$ cat config.mk
export PLATFORM = sky130hd
export DESIGN_NAME = uart8_tx_streamer
export DESIGN_NICKNAME = d
export VERILOG_FILES = /design/src/rtl/uart8_tx_streamer.sv
export SDC_FILE = /design/constraint.sdc
export NUM_CORES = 1
export LEC_CHECK = 0
export BUFFER_PORTS_ARGS = -buffer_cell sky130_fd_sc_hd__buf_4
export CORE_UTILIZATION = 60
export CTS_CLUSTER_DIAMETER = 200
export CTS_CLUSTER_SIZE = 20
export DETAILED_ROUTE_END_ITERATION = 8
export GPL_ROUTABILITY_DRIVEN = 0
export HOLD_SLACK_MARGIN = 0.08
export PLACE_DENSITY = 0.78
export SYNTH_ARGS = -nofsm -noshare
export SYNTH_HDL_FRONTEND = slang
export SYNTH_SLANG_ARGS = --single-unit
$ cat constraint.sdc
create_clock -name clk -period 4.15 [get_ports clk]
set_clock_uncertainty 0.1 [all_clocks]
set_input_delay 0.2075 -clock clk [delete_from_list [all_inputs] [get_ports clk]]
set_output_delay 0.2075 -clock clk [all_outputs]
set_load 0.05 [all_outputs]
$ cat src/rtl/uart8_tx_streamer.sv
// uart8_tx_streamer: buffers bytes from a ready/valid producer and hands them one
// frame at a time to a Uart8 transmitter running on its own, slower clock. Every
// handshake with the transmitter is a level, so the clock ratio does not matter.
module uart8_tx_streamer #(
    parameter int DATA_BITS     = 8,
    parameter int FIFO_DEPTH    = 16,
    parameter int START_TIMEOUT = 4096
) (
    input  logic                          clk,
    input  logic                          rst,
    input  logic [DATA_BITS-1:0]          wrData,
    input  logic                          wrValid,
    output logic                          wrReady,
    output logic [$clog2(FIFO_DEPTH):0]   level,
    output logic                          txEn,
    output logic                          txStart,
    output logic [DATA_BITS-1:0]          txData,
    input  logic                          txBusy,
    output logic                          sent,
    output logic                          err,
    output logic                          idle
);

    localparam int PTR_W = $clog2(FIFO_DEPTH);
    localparam int LVL_W = PTR_W + 1;
    localparam int TMR_W = $clog2(START_TIMEOUT) + 1;

    typedef enum logic [1:0] {
        IDLE  = 2'd0,
        START = 2'd1,
        WAIT  = 2'd2
    } TxState;

    logic [DATA_BITS-1:0] mem [FIFO_DEPTH];
    logic [LVL_W-1:0]     wrPtr;
    logic [LVL_W-1:0]     rdPtr;
    logic                 push;
    logic                 pop;

    TxState               state;
    TxState               stateNext;
    logic [TMR_W-1:0]     timer;
    logic [TMR_W-1:0]     timerNext;
    logic [DATA_BITS-1:0] txDataNext;
    logic                 sentNext;
    logic                 errNext;

    // Pointers carry one extra wrap bit, so their difference is the occupancy directly.
    assign level   = wrPtr - rdPtr;
    assign wrReady = (level < LVL_W'(FIFO_DEPTH)) & ~rst;
    assign push    = wrValid & wrReady;
    assign idle    = (state == IDLE) && (level == '0);

    // Storage array; contents need no reset because the pointers define what is valid.
    always_ff @(posedge clk) begin
        if (push) begin
            mem[wrPtr[PTR_W-1:0]] <= wrData;
        end
    end

    // Write and read pointers; a push and a pop in the same cycle both advance.
    always_ff @(posedge clk) begin
        if (rst) begin
            wrPtr <= '0;
            rdPtr <= '0;
        end else begin
            if (push) begin
                wrPtr <= wrPtr + LVL_W'(1);
            end
            if (pop) begin
                rdPtr <= rdPtr + LVL_W'(1);
            end
        end
    end

    // Frame sequencing: load a byte, hold txStart until the transmitter reports busy
    // (or give up after the timeout), then wait for busy to drop before the next byte.
    always_comb begin
        stateNext  = state;
        timerNext  = timer;
        txDataNext = txData;
        pop        = 1'b0;
        sentNext   = 1'b0;
        errNext    = 1'b0;
        case (state)
            IDLE: begin
                if (level != '0) begin
                    txDataNext = mem[rdPtr[PTR_W-1:0]];
                    pop        = 1'b1;
                    timerNext  = '0;
                    stateNext  = START;
                end
            end
            START: begin
                if (txBusy) begin
                    stateNext = WAIT;
                end else if (timer == TMR_W'(START_TIMEOUT - 1)) begin
                    errNext   = 1'b1;
                    stateNext = IDLE;
                end else begin
                    timerNext = timer + TMR_W'(1);
                end
            end
            WAIT: begin
                if (!txBusy) begin
                    sentNext  = 1'b1;
                    stateNext = IDLE;
                end
            end
            default: begin
                stateNext = IDLE;
            end
        endcase
    end

    // State and registered outputs; txStart is registered so it is high exactly in START.
    always_ff @(posedge clk) begin
        if (rst) begin
            state   <= IDLE;
            timer   <= '0;
            txData  <= '0;
            txStart <= 1'b0;
            txEn    <= 1'b0;
            sent    <= 1'b0;
            err     <= 1'b0;
        end else begin
            state   <= stateNext;
            timer   <= timerNext;
            txData  <= txDataNext;
            txStart <= (stateNext == START);
            txEn    <= 1'b1;
            sent    <= sentNext;
            err     <= errNext;
        end
    end

endmodule
* After elaboration in Yosys (flattened, before gate mapping)
Memory sizes are Yosys's and may differ from the RTL's. A register that Yosys moved wholly into a read port is not among the register bits.
Index checks and enable logic that the tools add are counted.
** Operators by class
- Add/sub/neg operators :: 4
- Magnitude comparators :: 1
- Eq/ne operators :: 7
- Muxes and demuxes :: 16
- Bitwise operators :: 5
- Reduce and logical (&&, ||, !) cells :: 9
** Operators by type and width (count)
- 2-to-1 mux 13 bit :: 3
- one-hot mux 13 bit (2 select lines) :: 1
- adder 13 x 1 -> 13 bit, second input constant :: 1
- equality test 13 x 12 -> 1 bit, second input constant :: 1
- adder 5 x 1 -> 5 bit, second input constant :: 2
- 2-to-1 mux 2 bit :: 4
- 2-to-1 mux 1 bit :: 7
- one-hot mux 2 bit (3 select lines) :: 1
- logical NOT 5 bit :: 1
- < comparator 5 bit, second input constant :: 1
- nonzero test 5 bit :: 1
- subtractor 5 bit :: 1
- equality test 2 x 1 -> 1 bit, second input constant :: 2
- != test 2 bit, second input constant :: 2
- AND reduction 4 bit :: 1
- NOT 1 bit :: 3
- OR reduction 3 bit :: 1
- AND 1 bit :: 2
- equality test 2 bit, second input constant :: 1
- logical NOT 2 bit :: 1
- != test 2 x 1 -> 1 bit, second input constant :: 1
- AND reduction 2 bit :: 1
- nonzero test 2 bit :: 1
- OR reduction 2 bit :: 1
- logical AND 1 bit :: 1
** Storage, ports and cells
- Flip-flop bits (word level) :: 29
- Memory bits (writable) :: 128
- Input bits :: 12
- Output and inout port bits :: 19
- Logic and storage cells :: 51
- Memories :: 1
** Memories
- mem :: words 16, width 8, read ports 1, clocked after memory_dff 1, write ports 1, line 34 : logic [DATA_BITS-1:0] mem [FIFO_DEPTH];

* Depth between registers and ports, before layout
Gate-level depths: netlist of the first run.
- Word-level depth :: 6
- Depth in mapped cells :: 13
- Gate-level depth less buffers :: 10

* Worst setup path before layout of the first run
No wires, ideal clock.
- Path kind :: reg2reg
- Start point :: register rdPtr[1]
- End point :: memory mem[0][0], enable pin
- Library setup time :: 0.383 ns
- Arrival :: 3.066 ns
- Required time :: 3.667 ns
- Slack :: 0.600 ns
- Stages on the path, launching flop included :: 11
- Path buffers :: 3
- Clock period less this slack :: 3.550 ns
- Path through :: dfxtp_1 -> clkbuf_1 -> clkbuf_1 -> inv_1 -> fa_1 -> nand3_1 -> a21oi_1 -> nor4b_2 -> clkbuf_1 -> nand2_1 -> nor3_1
** On the way
- Word-level cells in the longest chain between the ends :: 6
** Ends and longest elaborated chain
- from (decl) :: line 36 : logic [LVL_W-1:0] rdPtr;
- from (signal assigned) :: line 71 : rdPtr <= rdPtr + LVL_W'(1);
- subtractor 5 bit :: line 49 : assign level = wrPtr - rdPtr;
- < comparator 5 bit :: line 50 : assign wrReady = (level < LVL_W'(FIFO_DEPTH)) & ~rst;
- AND 1 bit :: line 50
- AND 1 bit :: line 51 : assign push = wrValid & wrReady;
- 2-to-1 mux 1 bit :: line 56 : if (push) begin
- 2-to-1 mux 1 bit (not written as such) :: line 57 : mem[wrPtr[PTR_W-1:0]] <= wrData;
- to (decl) :: line 34
No other way between the ends.

* Worst setup path after layout of the first run
- Start point :: register wrPtr[0]
- End point :: output port idle
** On the way
- Word-level cells in the longest chain between the ends :: 3
** Ends and longest elaborated chain
- from (decl) :: line 35 : logic [LVL_W-1:0] wrPtr;
- from (signal assigned) :: line 68 : wrPtr <= wrPtr + LVL_W'(1);
- subtractor 5 bit :: line 49
- logical NOT 5 bit :: line 52 : assign idle = (state == IDLE) && (level == '0);
- logical AND 1 bit :: line 52
- to (decl) :: line 21 : output logic idle
No other way between the ends.

==> metrics.txt, run 1 <==
warnings from Yosys 0; FMAX 305.4 MHz; power density over the cells 651.9 mW/mm^2; Num CTS Buffers 17; Post-CTS Setup Inserts 0; clock share of power 30.8%; PostCTS Resize Cnt 0; Setup TNS 0 ns; DRC 0; RSZ-0062 raised after global routing no; CP max stage cell nor3_1; Worst setup SP type register; count of cell types in the netlist 48; Hold Vio Cnt, Final 0; Die Width 108.1 um; post-layout min period 3.274 ns; Synthesized Nets 451; leakage 2.659 nW; slew margin rel. 30.62%; layout cells sized above 1 23.88%; met3 Use GR 6.269%; Reg clk slew, reported paths 0.07 ns; P_int 3.352 mW; cell area after synthesis 0.006754 mm^2; Std-Cell Rows 38; Port Buffers 30; share of power burned in registers 37.2%; Worst path most repeated cell inv_1; largest area contributor in the netlist edfxtp_1; Hold Path Class input port to register; Initial Util 62.03%; CTS root buf clkbuf_8; ANT nets after route 0; final cell count without fillers 630; largest stage delay on the critical path 0.43 ns; global-route wire length before repair 20500 um; asr flop ratio synth 0%; layer with the highest usage met2; Avg Inst Size Synth 15.78 um^2; Core ar. 0.01089 mm^2; Tot GR Track Use 24.96%; io pins 31; crit-path max FO 5; combinational power share 32.0%; vias in the first global route 3783; CTS Buffer Depth 2; sequential fraction of the synthesis area 67.88%; most frequently used cell type in the post-synthesis netlist edfxtp_1; Top FF cell, synth edfxtp_1; GR Layer Usage met1 33.35%; CTS tree built; Clock Latency Late Sink 0.54 ns; HPWL after DPL 8139 um; overall via count from detail_route 3899; Post-synth EDFFs 128; Routed WL per cell 21.17 um; placed cells 587; Die ar. 0.01168 mm^2; Worst VDD drop 493.9 uV; CP required 3.84 ns; aggregate global routing overflow 0; drt pass-1 iters 5; CTS H-tree lvls 4; synthesis-to-layout area growth 15.86%; Synth area leaders edfxtp_1 57%, dfxtp_1 11%, mux4_2 11%; most frequent cells after synthesis 128 x edfxtp_1, 37 x dfxtp_1, 32 x mux4_2; crit-path cells inv_1 > ha_1 > inv_1 > fa_1 > nand3_1 > a21oi_1 > or2_1 > nor3_1 > and2_1 > buf_4; Setup crit end kind primary output; initial antenna violation count 0; worst path arrival time 2.97 ns; post-synth top area share 56.91%; clk sinks 165; diode count 0; met2 Use GR 39.54%; period utilization 78.89%; Setup Crit Path Kind register to primary output; Max-cap violations 0; die height 108.1 um; WL final 13340 um; Switch Pwr 1.749 mW; cell count after synthesis 428; number of vias per cell 6.189; nets 500; Sw Ratio 34.29%; Yosys reg bits 165; Pins Over Slew Limit 0; status finished, final reports clean; # setup viols final 0; Starting DRT DRC Count 427; actual slew at the worst max-slew pin 1.039 ns; largest net degree at the start of global routing 36
## routing by layer
| layer | part of all wire (%) | vias to the layer above | wire length, um |
|---|---|---|---|
| met3 | 5.9 | 20 | 791 |
| met5 | 0 | - | 0 |
| met2 | 51 | 157 | 6763 |
| met1 | 42 | 1949 | 5574 |
| met4 | 1.6 | 0 | 210 |
| li1 | - | 1773 | - |
## power groups by stage
| stage | Combinational (mW) | Sequential [mW] | Clock (mW) |
|---|---|---|---|
| floorplan | 1.18 | 2.02 | 0 |
| CTS | 1.64 | 1.90 | 1.58 |
| detailed placement | 1.61 | 1.93 | 0 |
| global placement | 1.58 | 1.93 | 0 |
| global route | 1.76 | 1.91 | 1.64 |
| finish | 1.63 | 1.90 | 1.57 |
## sequential cells by signal, summed over array words and instances (netlist names), 2 cells and up
name    flops
rdPtr       5
wrPtr       5
state       2
txData      8
timer      13
mem       128
## area by class of cell
cell class | instances | area (um^2)
clock buffers | 17 | 414.1
clock inverters | 15 | 185.2
fillers | 682 | 3063
inverters | 10 | 37.54
multi-input cells | 232 | 2017
flip-flops and latches | 165 | 4586
well taps | 140 | 175.2
repair buffers | 51 | 410.4
## path summary, 6_finish.rpt
| path | start | end | slack, ns | cells past startpoint |
|---|---|---|---|---|
| max | wrPtr[0] | idle | 0.88 | 10 |
| min | wrValid | wrPtr[1] | 0.21 | 5 |
| max reg2reg | wrPtr[0] | timer[9] | 1.07 | 11 |
| min reg2reg | timer[12] | timer[12] | 0.33 | 2 |
## cells in the final DEF (no fill, tap or decap), drive strengths merged, types with 2 or more instances in the layout
master,instances
a21o,8
a21oi,22
a22oi,16
a311oi,4
a31oi,5
and3,14
buf,40
bufinv,2
clkbuf,17
clkinv,5
dfxtp,37
dlygate4sd3,11
edfxtp,128
ha,10
inv,17
mux2i,2
mux4,32
nand2,30
nand2b,5
nand3,12
nor2,22
nor2b,3
nor3,10
nor4,2
o21ai,4
o31ai,5
or2,2
or3,3
or4,2
xnor2,2
xor2,6
## per-stage QoR
step | instance area [um^2] | utilization (%) | hold slack (ns) | power, mW | setup slack (ns)
after floorplan | 6754 | - | 0.1856 | 3.202 | 0.6003
after global placement | 7116 | 65.35 | 0.2901 | 3.512 | 1.233
after CTS | 7825 | 71.87 | 0.1727 | 5.117 | 0.8717
after detailed placement | 7116 | 65.35 | 0.2922 | 3.547 | 1.077
after global routing | 7825 | 71.87 | 0.2111 | 5.307 | 0.7508
final | 7825 | 71.87 | 0.2054 | 5.101 | 0.8761
## critical path: cells and delay by family, from the launching register on
family	cells	cell delay, ns
buffers and inverters	3	0.36
AOI/OAI and AO/OA	1	0.11
DFF	1	0.36
and+or+nand+nor	4	1.06
adders and majority gates	2	0.55
## cells by family after synthesis
| family | count (synthesis) | share of synthesized area, % |
|---|---|---|
| muxes | 34 | 10.97 |
| DFF | 165 | 67.88 |
| AOI/OAI and AO/OA | 69 | 7.373 |
| buffers and inverters | 31 | 2.260 |
| and+or+nand+nor | 110 | 8.337 |
| adders and majority gates | 11 | 2.149 |
| xor gates and xnor gates | 8 | 1.037 |
## what timing repair did
| item | 4_1_cts | 5_1_grt |
|---|---|---|
| endpoints found under the hold margin | 159 | 0 |
| endpoints found under the setup margin | 0 | 0 |
| hold buffers | 11 | 0 |
Power figures use the tool's default switching activity.
==> inputs of run 2 (changes only) <==
--- a/config.mk
+++ b/config.mk
@@ -5,14 +5,15 @@
 export SDC_FILE = /design/constraint.sdc
 export NUM_CORES = 1
 export LEC_CHECK = 0
+export ABC_AREA = 1
 export BUFFER_PORTS_ARGS = -buffer_cell sky130_fd_sc_hd__buf_4
-export CORE_UTILIZATION = 60
+export CORE_UTILIZATION = 55
 export CTS_CLUSTER_DIAMETER = 200
 export CTS_CLUSTER_SIZE = 20
 export DETAILED_ROUTE_END_ITERATION = 8
 export GPL_ROUTABILITY_DRIVEN = 0
 export HOLD_SLACK_MARGIN = 0.08
-export PLACE_DENSITY = 0.78
+export PLACE_DENSITY = 0.75
 export SYNTH_ARGS = -nofsm -noshare
 export SYNTH_HDL_FRONTEND = slang
 export SYNTH_SLANG_ARGS = --single-unit
==> constraint.sdc (replaced) <==
create_clock -name clk -period 2.69 [get_ports clk]
set_clock_uncertainty 0.1 [all_clocks]
set_input_delay 0.1345 -clock clk [delete_from_list [all_inputs] [get_ports clk]]
set_output_delay 0.1345 -clock clk [all_outputs]
set_load 0.05 [all_outputs]
==> run 2 against run 1 <==
Net effect: count of clock-buffer cells in the layout up 5; total power up 67%; flip-flop and latch count unchanged; sequential power up 57%.
==> metrics.txt, run 2 <==
CP required 2.46 ns; Core ar. 0.01267 mm^2; asr flop ratio synth 0%; count of cell types in the netlist 35; Yosys reg bits 165; initial antenna violation count 0; final core occ 66.36%; Min Hold Slack 0.1148 ns; diode count 0; Starting DRT DRC Count 508; clk sinks 165; largest net degree at the start of global routing 69; hold endpoint wrPtr[0]; io pins 31; warnings from Yosys 0; most frequent cells in the layout 137 x nor2_1, 128 x edfxtp_1, 97 x nand2_1, 72 x o21ai_0, 56 x buf_4; Hold Path Class input port to register; FF-to-FF Start wrPtr[0]; Setup Crit Path Kind register to primary output; ANT nets after route 0; reg-to-reg endpoint mem[4][5]; cell count after synthesis 699; Die ar. 0.01350 mm^2; FF-to-FF path depth 12; global-route wire length before repair 24380 um; CTS H-tree lvls 4; vias in the first global route 4766; Hold Vio Cnt, Final 0; period utilization 94.63%; overall via count from detail_route 5170; FMAX 392.8 MHz; Worst VDD drop 506.7 uV; CTS tree built; HPWL after DPL 9751 um; drt pass-1 iters 5; Routed WL per cell 16.38 um; most frequent cells after synthesis 140 x nor2_1, 128 x edfxtp_1, 99 x nand2_1; WL final 15380 um; die height 116.2 um; Post-synth EDFFs 128; most frequently used cell type in the post-synthesis netlist nor2_1; # setup viols final 0; Synthesized Nets 722; power density over the cells 1011 mW/mm^2; hold path start wrValid; post-synth top area share 53.58%; Initial Util 56.61%; Clock Latency Late Sink 0.42 ns; synthesis-to-layout area growth 17.22%; post-layout min period 2.546 ns; CTS root buf clkbuf_16; Worst setup SP type register; crit-path max FO 5; Avg Inst Size Synth 10.26 um^2; aggregate global routing overflow 0; # fillers 968; DRC 0; status finished, final reports clean; Std-Cell Rows 41; Setup crit end kind primary output; cell area after synthesis 0.007173 mm^2; Reg clk slew, reported paths 0.06 ns; largest area contributor in the netlist edfxtp_1; commonest non-fill, non-tap cell in the layout nor2_1; worst path arrival time 2.31 ns; Max-cap violations 0; sequential fraction of the synthesis area 63.91%; register area 0.004589 mm^2; slew margin rel. 55.01%; CTS Buffer Depth 2; Port Buffers 30; Pins Over Slew Limit 0; leakage 3.089 nW; worst reg2reg setup slack 0.15 ns; Largest register FFs 128; Top FF cell, synth edfxtp_1; Tot GR Track Use 24.51%; Die Width 116.2 um; nets 777; Num CTS Buffers 17; number of vias per cell 5.506; worst hold stages 4; multi-input logic area 0.002273 mm^2; Synth area leaders edfxtp_1 54%, dfxtp_1 10%, nor2_1 7.3%; layout cells sized above 1 15.38%; actual slew at the worst max-slew pin 0.6749 ns
-- run 2: cell count changes in the layout (fill, tap and decap cells not counted), moves of 8 or more --
cell | before | now
a22oi_1 | 16 | 0
nand3_1 | 11 | 36
a21o_1 | 8 | 0
o211ai_1 | 1 | 16
o21ai_0 | 4 | 72
o22ai_1 | 0 | 16
nand2_1 | 29 | 97
mux4_2 | 32 | 0
and3_1 | 13 | 0
nor2_1 | 22 | 137
buf_4 | 40 | 56
inv_1 | 10 | 47
-- run 2: routing by layer --
metal	vias to the layer above	track usage [%]	part of all wire [%]
met2	206	37.02	46
li1	2502	-	-
met5	-	0	0
met3	32	4.826	6.5
met4	0	10.77	2.4
met1	2430	34.67	45
-- run 2: worst max-delay path by stage --
stage	startpoint	to	slack, ns	cells after the start
after detailed placement	wrPtr[0]	mem[8][4]	0.08	12
after global routing	wrPtr[0]	timer[0]	-0.0007	14
final	wrPtr[0]	idle	0.14	9
after floorplan	rdPtr[1]	idle	-0.23	7
after CTS	wrPtr[0]	idle	0.02	9
after global placement	wrPtr[0]	timer[10]	0.21	11
-- run 2: kinds of logic after synthesis --
kind of cell	count (synthesis)	share of synthesized area, %
XOR/XNOR	6	0.7326
AND/OR/NAND/NOR	300	18.00
adder cells (fa/ha/maj)	11	2.023
buffers and inverters	86	5.093
flip-flops	165	63.91
AO/OA/AOI/OAI	131	10.24
-- run 2: what timing repair did --
item,4_1_cts,5_1_grt
pin swaps,1,4
resized for setup,3,10
setup buffers,1,0
hold endpoints to repair,144,0
hold buffers,11,0
endpoints found under the setup margin,1,133
gates cloned,0,1
-- run 2: cell type report --
type,count,area share (%)
Sequential cell,165,54.58
Multi-Input combinational cell,449,27.04
Timing Repair Buffer,68,6.443
Clock buffer,22,5.774
Tap cell,172,2.560
Inverter,53,2.366
Clock inverter,10,1.235
-- run 2: per-stage QoR --
step	cell area (um^2)	TNS (ns)	power, mW	cells	setup slack [ns]
global route	8408	-0.0006992	8.976	939	-0.0006992
CTS	8371	0	8.447	938	0.02428
finish	8408	0	8.504	939	0.1445
detailed placement	7656	0	6.011	894	0.07746
global placement	7656	0	5.918	894	0.2089
floorplan	7186	-0.2264	5.379	699	-0.2264
-- run 2: worst max-delay path, cell delays in order, from the launching register on --
cell and delay [ns]:
dfxtp_4 0.37, inv_2 0.06, ha_1 0.20, inv_2 0.08, fa_1 0.43, or2_0 0.25
nor2_2 0.13, nand3_4 0.09, nor3_4 0.12, buf_6 0.17
-- run 2: report_power, final --
part / switching (mW) / total (mW) / leakage [nW] / internal, mW
clock network: 0.926 / 2.39 / 0.298 / 1.46
registers: 0.0879 / 2.98 / 1.46 / 2.90
logic: 2.18 / 3.13 / 1.34 / 0.954
